==> src/rtl/vector_sequencer_pkg.sv <==
// -----------------------------------------------------------------------------
// vector_sequencer_pkg
// Shared types and constants for the vector_sequencer block:
//   - state_e      : scan controller state encoding (3 bits)
//   - DEF_WIDTH    : default input-vector width
//   - DEF_SETTLE   : default settle interval in cycles (legal 1..255)
//   - calc_n()     : truth-table size for a given vector width
// -----------------------------------------------------------------------------
package vector_sequencer_pkg;

    typedef enum logic [2:0] {
        ST_IDLE      = 3'd0,
        ST_SETTLE    = 3'd1,
        ST_SAMPLE    = 3'd2,
        ST_WAIT_STEP = 3'd3,
        ST_DONE      = 3'd4
    } state_e;

    localparam int DEF_WIDTH  = 4;
    localparam int DEF_SETTLE = 4;

    // Number of truth-table entries for a WIDTH-bit input vector.
    function automatic int calc_n(input int width);
        return 1 << width;
    endfunction

    localparam int DEF_N = calc_n(DEF_WIDTH);

endpackage

==> src/rtl/vector_sequencer_settle_timer.sv <==
// -----------------------------------------------------------------------------
// settle_timer
// 8-bit loadable down-counter. Loading takes priority; otherwise the count
// decrements once per cycle and saturates at zero.
// Ports:
//   clk    in   system clock
//   rst_n  in   asynchronous active-low reset (count clears to 0)
//   load   in   load `value` into the counter this cycle
//   value  in   8-bit reload value
//   zero   out  count is currently zero
// -----------------------------------------------------------------------------
module settle_timer (
    input  logic       clk,
    input  logic       rst_n,
    input  logic       load,
    input  logic [7:0] value,
    output logic       zero
);

    logic [7:0] count_q;

    // NOTE: sequential state is updated with non-blocking assignments so every
    // register samples the pre-edge values of its inputs.
    always_ff @(posedge clk or negedge rst_n) begin
        if (!rst_n) begin
            count_q <= 8'd0;
        end else if (load) begin
            count_q <= value;
        end else if (count_q != 8'd0) begin
            count_q <= count_q - 8'd1;
        end
    end

    assign zero = (count_q == 8'd0);

endmodule

==> src/rtl/vector_sequencer.sv <==
// -----------------------------------------------------------------------------
// vector_sequencer
// Scans all 2^WIDTH input vectors into a combinational block, samples its
// 1-bit result after SETTLE+1 cycles per vector, records the observed truth
// table and compares it against an expected table.
// Parameters:
//   WIDTH   input-vector width (table has N = 2^WIDTH entries)
//   SETTLE  settle cycles before each sample, legal 1..255
// Ports:
//   clk         in   system clock
//   rst_n       in   asynchronous active-low reset
//   start       in   pulse; begins a scan when not busy
//   step_mode   in   1 = pause after each sample until `step`
//   step        in   pulse; advances to next vector while paused
//   expected    in   expected truth table (bit i for vector i)
//   vec_out     out  vector driven into the combinational block
//   res_in      in   combinational block result
//   busy        out  scan in progress
//   done        out  scan finished, results valid
//   pass        out  every entry matched (valid while done)
//   fail_valid  out  at least one mismatch in the current scan
//   first_fail  out  lowest mismatching vector index
//   table_out   out  observed truth table
// -----------------------------------------------------------------------------
module vector_sequencer
    import vector_sequencer_pkg::*;
#(
    parameter int  WIDTH  = DEF_WIDTH,
    parameter int  SETTLE = DEF_SETTLE,
    localparam int N      = calc_n(WIDTH)
) (
    input  logic             clk,
    input  logic             rst_n,
    input  logic             start,
    input  logic             step_mode,
    input  logic             step,
    input  logic [N-1:0]     expected,
    output logic [WIDTH-1:0] vec_out,
    input  logic             res_in,
    output logic             busy,
    output logic             done,
    output logic             pass,
    output logic             fail_valid,
    output logic [WIDTH-1:0] first_fail,
    output logic [N-1:0]     table_out
);

    // The timer is loaded with SETTLE-1 so that, counting the load cycle and
    // the SAMPLE cycle, each vector is held SETTLE+1 cycles before sampling.
    localparam logic [7:0] SETTLE_RELOAD = 8'(SETTLE - 1);

    state_e           state_q;
    logic [WIDTH-1:0] vec_q;
    logic             busy_q;
    logic             done_q;
    logic             pass_q;
    logic             fail_valid_q;
    logic [WIDTH-1:0] first_fail_q;
    logic [N-1:0]     table_q;

    logic timer_load;
    logic timer_zero;
    logic last_vec;
    logic mismatch;

    assign last_vec = (vec_q == '1);
    assign mismatch = res_in ^ expected[vec_q];

    // Reload the timer on exactly the transitions that enter SETTLE.
    // NOTE: every combinational output gets a default first so no path leaves
    // it unassigned, which would infer a latch.
    always_comb begin
        timer_load = 1'b0;
        case (state_q)
            ST_IDLE, ST_DONE: timer_load = start;
            ST_SAMPLE:        timer_load = !last_vec && !step_mode;
            ST_WAIT_STEP:     timer_load = step;
            default:          timer_load = 1'b0;
        endcase
    end

    settle_timer u_settle_timer (
        .clk   (clk),
        .rst_n (rst_n),
        .load  (timer_load),
        .value (SETTLE_RELOAD),
        .zero  (timer_zero)
    );

    always_ff @(posedge clk or negedge rst_n) begin
        if (!rst_n) begin
            state_q      <= ST_IDLE;
            vec_q        <= '0;
            busy_q       <= 1'b0;
            done_q       <= 1'b0;
            pass_q       <= 1'b0;
            fail_valid_q <= 1'b0;
            first_fail_q <= '0;
            table_q      <= '0;
        end else begin
            case (state_q)
                ST_IDLE, ST_DONE: begin
                    if (start) begin
                        table_q      <= '0;
                        fail_valid_q <= 1'b0;
                        first_fail_q <= '0;
                        done_q       <= 1'b0;
                        pass_q       <= 1'b0;
                        vec_q        <= '0;
                        busy_q       <= 1'b1;
                        state_q      <= ST_SETTLE;
                    end
                end

                ST_SETTLE: begin
                    if (timer_zero) begin
                        state_q <= ST_SAMPLE;
                    end
                end

                ST_SAMPLE: begin
                    table_q[vec_q] <= res_in;
                    // Only the first mismatch is latched, giving the lowest
                    // failing index since vectors are scanned in order.
                    if (mismatch && !fail_valid_q) begin
                        fail_valid_q <= 1'b1;
                        first_fail_q <= vec_q;
                    end
                    if (last_vec) begin
                        busy_q  <= 1'b0;
                        done_q  <= 1'b1;
                        pass_q  <= !(fail_valid_q || mismatch);
                        state_q <= ST_DONE;
                    end else if (step_mode) begin
                        state_q <= ST_WAIT_STEP;
                    end else begin
                        vec_q   <= vec_q + WIDTH'(1);
                        state_q <= ST_SETTLE;
                    end
                end

                ST_WAIT_STEP: begin
                    // step_mode is not consulted here: once parked, only a
                    // step pulse moves the scan forward.
                    if (step) begin
                        vec_q   <= vec_q + WIDTH'(1);
                        state_q <= ST_SETTLE;
                    end
                end

                default: begin
                    state_q <= ST_IDLE;
                end
            endcase
        end
    end

    assign vec_out    = vec_q;
    assign busy       = busy_q;
    assign done       = done_q;
    assign pass       = pass_q;
    assign fail_valid = fail_valid_q;
    assign first_fail = first_fail_q;
    assign table_out  = table_q;

endmodule

==> config.mk <==
export PLATFORM = sky130hd
export DESIGN_NAME = vector_sequencer
export DESIGN_NICKNAME = d
export VERILOG_FILES = /design/src/rtl/vector_sequencer_pkg.sv /design/src/rtl/vector_sequencer_settle_timer.sv /design/src/rtl/vector_sequencer.sv
export SDC_FILE = /design/constraint.sdc
export NUM_CORES = 1
export LEC_CHECK = 0
export BUFFER_PORTS_ARGS = -buffer_cell sky130_fd_sc_hd__buf_2
export CAP_MARGIN = 30
export CELL_PAD_IN_SITES_DETAIL_PLACEMENT = 1
export CELL_PAD_IN_SITES_GLOBAL_PLACEMENT = 2
export CORE_MARGIN = 3
export CORE_UTILIZATION = 35
export CTS_BUF_LIST = sky130_fd_sc_hd__clkbuf_4 sky130_fd_sc_hd__clkbuf_8 sky130_fd_sc_hd__clkbuf_16
export DETAILED_ROUTE_END_ITERATION = 16
export PLACE_DENSITY_LB_ADDON = 0.12
export SYNTH_ARGS = -nofsm -noshare
export SYNTH_HDL_FRONTEND = slang
export SYNTH_HIERARCHICAL = 1
export SYNTH_SLANG_ARGS = --single-unit
==> constraint.sdc <==
create_clock -name clk -period 6.1 [get_ports clk]
set_input_delay 0.915 -clock clk [delete_from_list [all_inputs] [get_ports clk]]
set_output_delay 0.915 -clock clk [all_outputs]
set_load 0.005 [all_outputs]
## After elaboration in Yosys (flattened, before gate mapping)

Index checks and enable logic that the tools add are counted.

| operators by class | value |
|---|---|
| bitwise operators | 1 |
| reduce and logical (&&, ||, !) cells | 20 |
| magnitude comparators | 2 |
| equality and inequality tests | 12 |
| muxes and demuxes | 33 |
| $add $sub $neg | 2 |

Operator list:

| kind | number |
|---|---|
| 16-bit case mux with 2 select lines | 1 |
| 4-bit 2-to-1 mux | 5 |
| 16-bit bitwise mux | 1 |
| 16-bit 2-to-1 mux | 1 |
| 8-bit 2-to-1 mux | 2 |
| 2-bit inequality test, second input constant | 7 |
| 3-bit 2-to-1 mux | 4 |
| 3-bit case mux with 4 select lines | 1 |
| 4-bit case mux with 3 select lines | 1 |
| 3-bit AND reduction | 3 |
| 8-bit logical NOT | 1 |
| 1-bit 2-to-1 mux | 8 |
| 1-bit case mux with 2 select lines | 4 |
| 4-bit case mux with 2 select lines | 1 |
| 8-bit nonzero test | 1 |
| 8-bit by 1-bit subtractor with 8-bit output, second input constant | 1 |
| 3-bit by 2-bit == test with 1-bit output, second input constant | 2 |
| 4-bit by 5-bit less-than comparator with 1-bit output, second input constant | 1 |
| 5-bit AND reduction | 1 |
| 4-bit by 1-bit adder with 4-bit output, second input constant | 1 |
| 1-bit binary-select mux with 4-bit select | 1 |
| 1-bit demux with 4-bit select | 1 |
| 4-bit == test, second input constant | 1 |
| 4-bit by 1-bit >= comparator with 1-bit output, second input constant | 1 |
| other kinds (13) | 19 |

| storage, ports and cells | value |
|---|---|
| logic and storage cells | 79 |
| register bits | 39 |
| output and inout port bits | 28 |

## Logic depth before layout (Yosys ltp)

| depth | value |
|---|---|
| depth in word-level cells | 7 |
| mapped depth | 9 |
| depth with buffers taken out | 8 |

## Modules after synthesis

Netlist, hierarchy kept.

Modules (own cells, without submodules):

| module | seq. area each (µm²) | cells each | instances | area each (µm²) |
|---|---|---|---|---|
| vector_sequencer | 775.7 | 183 | 1 | 1721.7 |
| settle_timer | 200.2 | 54 | 1 | 476.7 |

## Worst setup path after synthesis

No wires, ideal clock.

| path | value |
|---|---|
| path type | input -> register |
| start point | input port step_mode |
| end point | register u_settle_timer.count_q[4] |
| arrival | 2.134 ns |
| library setup time | 0.079 ns |
| cell stages on the path | 6 |
| required time | 6.021 ns |
| buffers on the path | 1 |
| path slack | 3.886 ns |
| path through | or3_4 -> a21oi_4 -> or2_2 -> dlygate4sd1_1 -> a21oi_1 -> a2bb2oi_1 |

| on the way | value |
|---|---|
| word-level cells in the longest chain between the ends | 4 |

RTL lines:

| what | RTL line | RTL |
|---|---|---|
| from (decl) | vector_sequencer.sv:35 | `input logic step_mode,` |
| 1-bit logical NOT * | vector_sequencer.sv:76 | `ST_SAMPLE: timer_load = !last_vec && !step_mode;` |
| 1-bit logical AND * | vector_sequencer.sv:76 |  |
| 1-bit case mux with 3 select lines * | vector_sequencer.sv:74 | `case (state_q)` |
| via timer_load | vector_sequencer.sv:61 | `logic timer_load;` |
| 8-bit 2-to-1 mux / 2-bit nonzero test (equally long branches) | -- |  |
| to (signal assigned) | vector_sequencer_settle_timer.sv:28 | `count_q <= value;` |
| to (signal assigned) | vector_sequencer_settle_timer.sv:30 | `count_q <= count_q - 8'd1;` |
| to (decl) | vector_sequencer_settle_timer.sv:20 | `logic [7:0] count_q;` |

Mark *: on every way through the listed nets, which the timed path passes. The rest lies on a longest branch.
A chain may end at the register's enable or synchronous reset.

## Final worst setup path

| path | value |
|---|---|
| start point | register vec_q[1] (netlist: vec_out[1]) |
| end point | register u_settle_timer.count_q[6] |

| on the way | value |
|---|---|
| word-level cells in the longest chain between the ends | 5 |

RTL lines:

| what | RTL line | RTL |
|---|---|---|
| from (decl) | vector_sequencer.sv:53 | `logic [WIDTH-1:0] vec_q;` |
| from (signal assigned) | vector_sequencer.sv:137 | `vec_q <= vec_q + WIDTH'(1);` |
| from (signal assigned) | vector_sequencer.sv:146 | `vec_q <= vec_q + WIDTH'(1);` |
| 4-bit == test * | vector_sequencer.sv:66 | `assign last_vec = (vec_q == '1);` |
| 1-bit logical NOT * | vector_sequencer.sv:76 |  |
| 1-bit logical AND * | vector_sequencer.sv:76 |  |
| 1-bit case mux with 3 select lines * | vector_sequencer.sv:74 |  |
| via timer_load | vector_sequencer.sv:61 |  |
| 8-bit 2-to-1 mux / 2-bit nonzero test (equally long branches) | -- |  |

Marks and branches as above.

==> summary.md <==
| Metric | Value |
|---|---|
| Dpl cells | 355 |
| Period utilisation layout | between 40% and 50% |
| Post-route DRC | 0 |
| RR Endpoint | u_settle_timer/count_q[6] |
| Grt total ovfl | 0 |
| Register bit total from synthesis | 39 |
| Clock-pin slew on the worst setup and hold paths | 0.08 ns |
| Fin util | 43.9% |
| TritonCTS Buffers | 5 |
| Most frequent cells in the layout | buf_2, nand2_1, dfrtp_1 |
| CP max stage cell | dfrtp_1 |
| Row count | 28 |
| Post-Route WL | slightly below 6 mm |
| Final Max Slew Viols | 0 |
| Die width | 85.3 um |
| DP Wirelength | 4.37 mm |
| First-pass GRT wire length | 10.1 mm |
| Max Fclk | 390 MHz |
| Fin area | around 2600 um2 |
| Hold path depth | 2 |
| # Post-CTS Setup Buffers | 0 |
| FF-to-FF setup slack | 3.53 ns |
| Worst Setup SP | vec_out[1] |
| Clock Tree Buf Depth | 2 |
| Port Buffers | 49 |
| Die Ht | around 85 um |
| Total power | 0.817 mW |
| Worst hold-check path type | flip-flop to flip-flop |
| # IOs | 50 |
| Filler Cell Count | around 720 |
| Final hold violations | 0 |
| Mean Syn Cell Area | about 9 um2 |
| All-layer global routing usage | 17.3% |
| Leading area contributor after synthesis | dfrtp_1 |
| FF+latch area | ~1000 um2 |
| Critical path, cell by cell | ha_1 -> and3_4 -> or3_4 -> a21oi_4 -> or2_2 -> inv_1 -> o311ai_0 -> nand3_1 |
| Initial DRC Count | between 70 and 80 |
| Cell Pwr Density | about 310 nW/um2 |
| Area delta synth->final | 19.7% |
| Fin nets | around 320 |
| Max VDD drop | 145 uV |
| Filler-free cell count of the finished design | 364 |
| Synth unique cells | 52 |
| WP depth | 8 |
| Final worst slack | 3.53 ns |
| Vias/cell | 5.38 |
| Clk sinks | 39 |
| Clk_skew | between 0.009 and 0.01 ns |
| Detail Route Antenna Nets | 0 |
| CP bufs+invs | 1 |
| Cts hold-fix bufs | 0 |
| Seq/Total Area, Yosys | 44.4% |
| Worst reg2reg startpoint | vec_out[1] |
| Asr flop ratio synth | 100% |
| Number of diodes | 0 |
| Clock tree root buffer cell | clkbuf_8 |
| Placed cell areas | roughly 2500 um2 |
| Setup repair after global routing missed its margin | no |
| Number of flops mapped to enable cells by yosys | 0 |
| Largest net degree at the start of global routing | 40 |
| Crit path largest cell delay | 0.59 ns |
| Total of max-cap violations | 0 |
| Slew @ Worst Pin | 0.837 ns |
| Hold EP | done |
| Vias in the first global route | 2,017 |
| Critical path launch point type | flip-flop |
| Hold Path Origin | done |
| Routed via count | 1,960 |
| Most area-consuming cells after synthesis | dfrtp_1, nand2_1, mux2i_1, nand4_1, o211ai_1 |
| Worst Hold Slack | about 0.48 ns |
| Status | completed |
| H-Tree Depth | 2 |
| Top_reg_cell synth | dfrtp_1 |
| Final TNS setup | 0 ns |
| Data arrival, critical path | 2.72 ns |
| Multi-input logic area | 1160 um2 |
| Critical path required time | 6.26 ns |
| Syn Inst Count | 237 |
| Full die area | about 7300 um2 |
| Number of antenna violations at the first check in global routing | 0 |
| Synth warn | 6 |
| Post_cts resized | 0 |
| Wire per inst | 16.3 um |
| Starting Density | 36.7% |
| Finish-stage setup viols | 0 |
| Slew headroom | 44.0% |
| Final Critical Period | ~2.6 ns |
| Leakage | 1.24 nW |
| Worst Reg-to-Reg Cells | 8 |
| CP Capture Type | flip-flop |
| Yosys top cell area share | 44.4% |
| Leading cell type in the layout, fill and taps excluded | buf_2 |
| RD Place Congestion | about 0.82 |
| CP Class | flip-flop to flip-flop |
| Crit Path Max Fanout | 14 |
| CTS tree | done |
| DRT Pass-1 Iters | 4 |
| Core Footprint | 5990 um2 |
| Skew-Pair Late Insertion Delay | 0.29 ns |
| Setup WS pre-CTS | 3.53 ns |
| Layout cells sized above 1 | 22.8% |
| Post-Syn Area | approximately 2200 um2 |
| Top cell family by delay on the critical path | simple AND/OR/NAND/NOR gates |
[flip-flops by register name, indices dropped and copies added (netlist names)]
signal	flops
table_out	16
vec_out	4
done	1
u_settle_timer/count_q	8
busy	1
fail_valid	1
first_fail	4
state_q	3
pass	1
[cell usage after synthesis, drive strengths merged (3+ instances only)]
cell and number:
a21oi 6, buf 3, clkbuf 8, dfrtp 39, ha 5, inv 7
mux2i 12, nand2 43, nand3 9, nand4 14, nor2 15, nor2b 5
nor3 3, o211ai 10, o21ai 9, o311ai 5, o31ai 5, or4 3
xor2 4
[cell families after synthesis]
family                   synth area share, %
other                                  0.342
AO/OA/AOI/OAI                           16.4
AND/OR/NAND/NOR                         24.1
multiplexers                            5.46
flip-flops                              44.4
XOR/XNOR                                2.39
adder cells (fa/ha/maj)                 2.85
buffers and inverters                   3.98
[power by group]
group | internal, mW | leakage, nW | total (mW) | switching, mW
clock | 0.122 | 0.0581 | 0.217 | 0.0949
sequential | 0.302 | 0.516 | 0.371 | 0.0695
combinational | 0.100 | 0.661 | 0.229 | 0.129
[worst max path at each step]
stage	to	slack (ns)
floorplan	u_settle_timer/count_q[4]	3.89
global placement	u_settle_timer/count_q[5]	3.59
detailed placement	u_settle_timer/count_q[6]	3.53
CTS	u_settle_timer/count_q[6]	3.50
global route	u_settle_timer/count_q[5]	3.30
finish	u_settle_timer/count_q[6]	3.53
[worst min-delay path, delay by kind of cell, from the launching register on]
family | cells | cell delay, ns
flops | 1 | 0.35
simple gates | 2 | 0.11
[area by class of cell]
| cell class | count | share of cell area [%] |
|---|---|---|
| Multi-Input combinational cell | 185 | 44.0 |
| Sequential cell | 39 | 37.1 |
| Timing Repair Buffer | 50 | 10.1 |
| Tap cell | 75 | 3.57 |
| Clock buffer | 5 | 2.62 |
| Clock inverter | 3 | 1.66 |
| Inverter | 7 | 0.999 |
[metal layers]
| metal | vias to the layer above | GRT usage (%) | part of all wire [%] |
|---|---|---|---|
| li1 | 959 | - | - |
| met1 | 951 | 24.1 | 49 |
| met2 | 43 | 27.8 | 46 |
| met3 | 7 | 3.59 | 4.7 |
| met4 | 0 | 3.74 | 0.93 |
| met5 | - | 0 | 0 |
No activity file was read; power rests on OpenSTA's default activity.
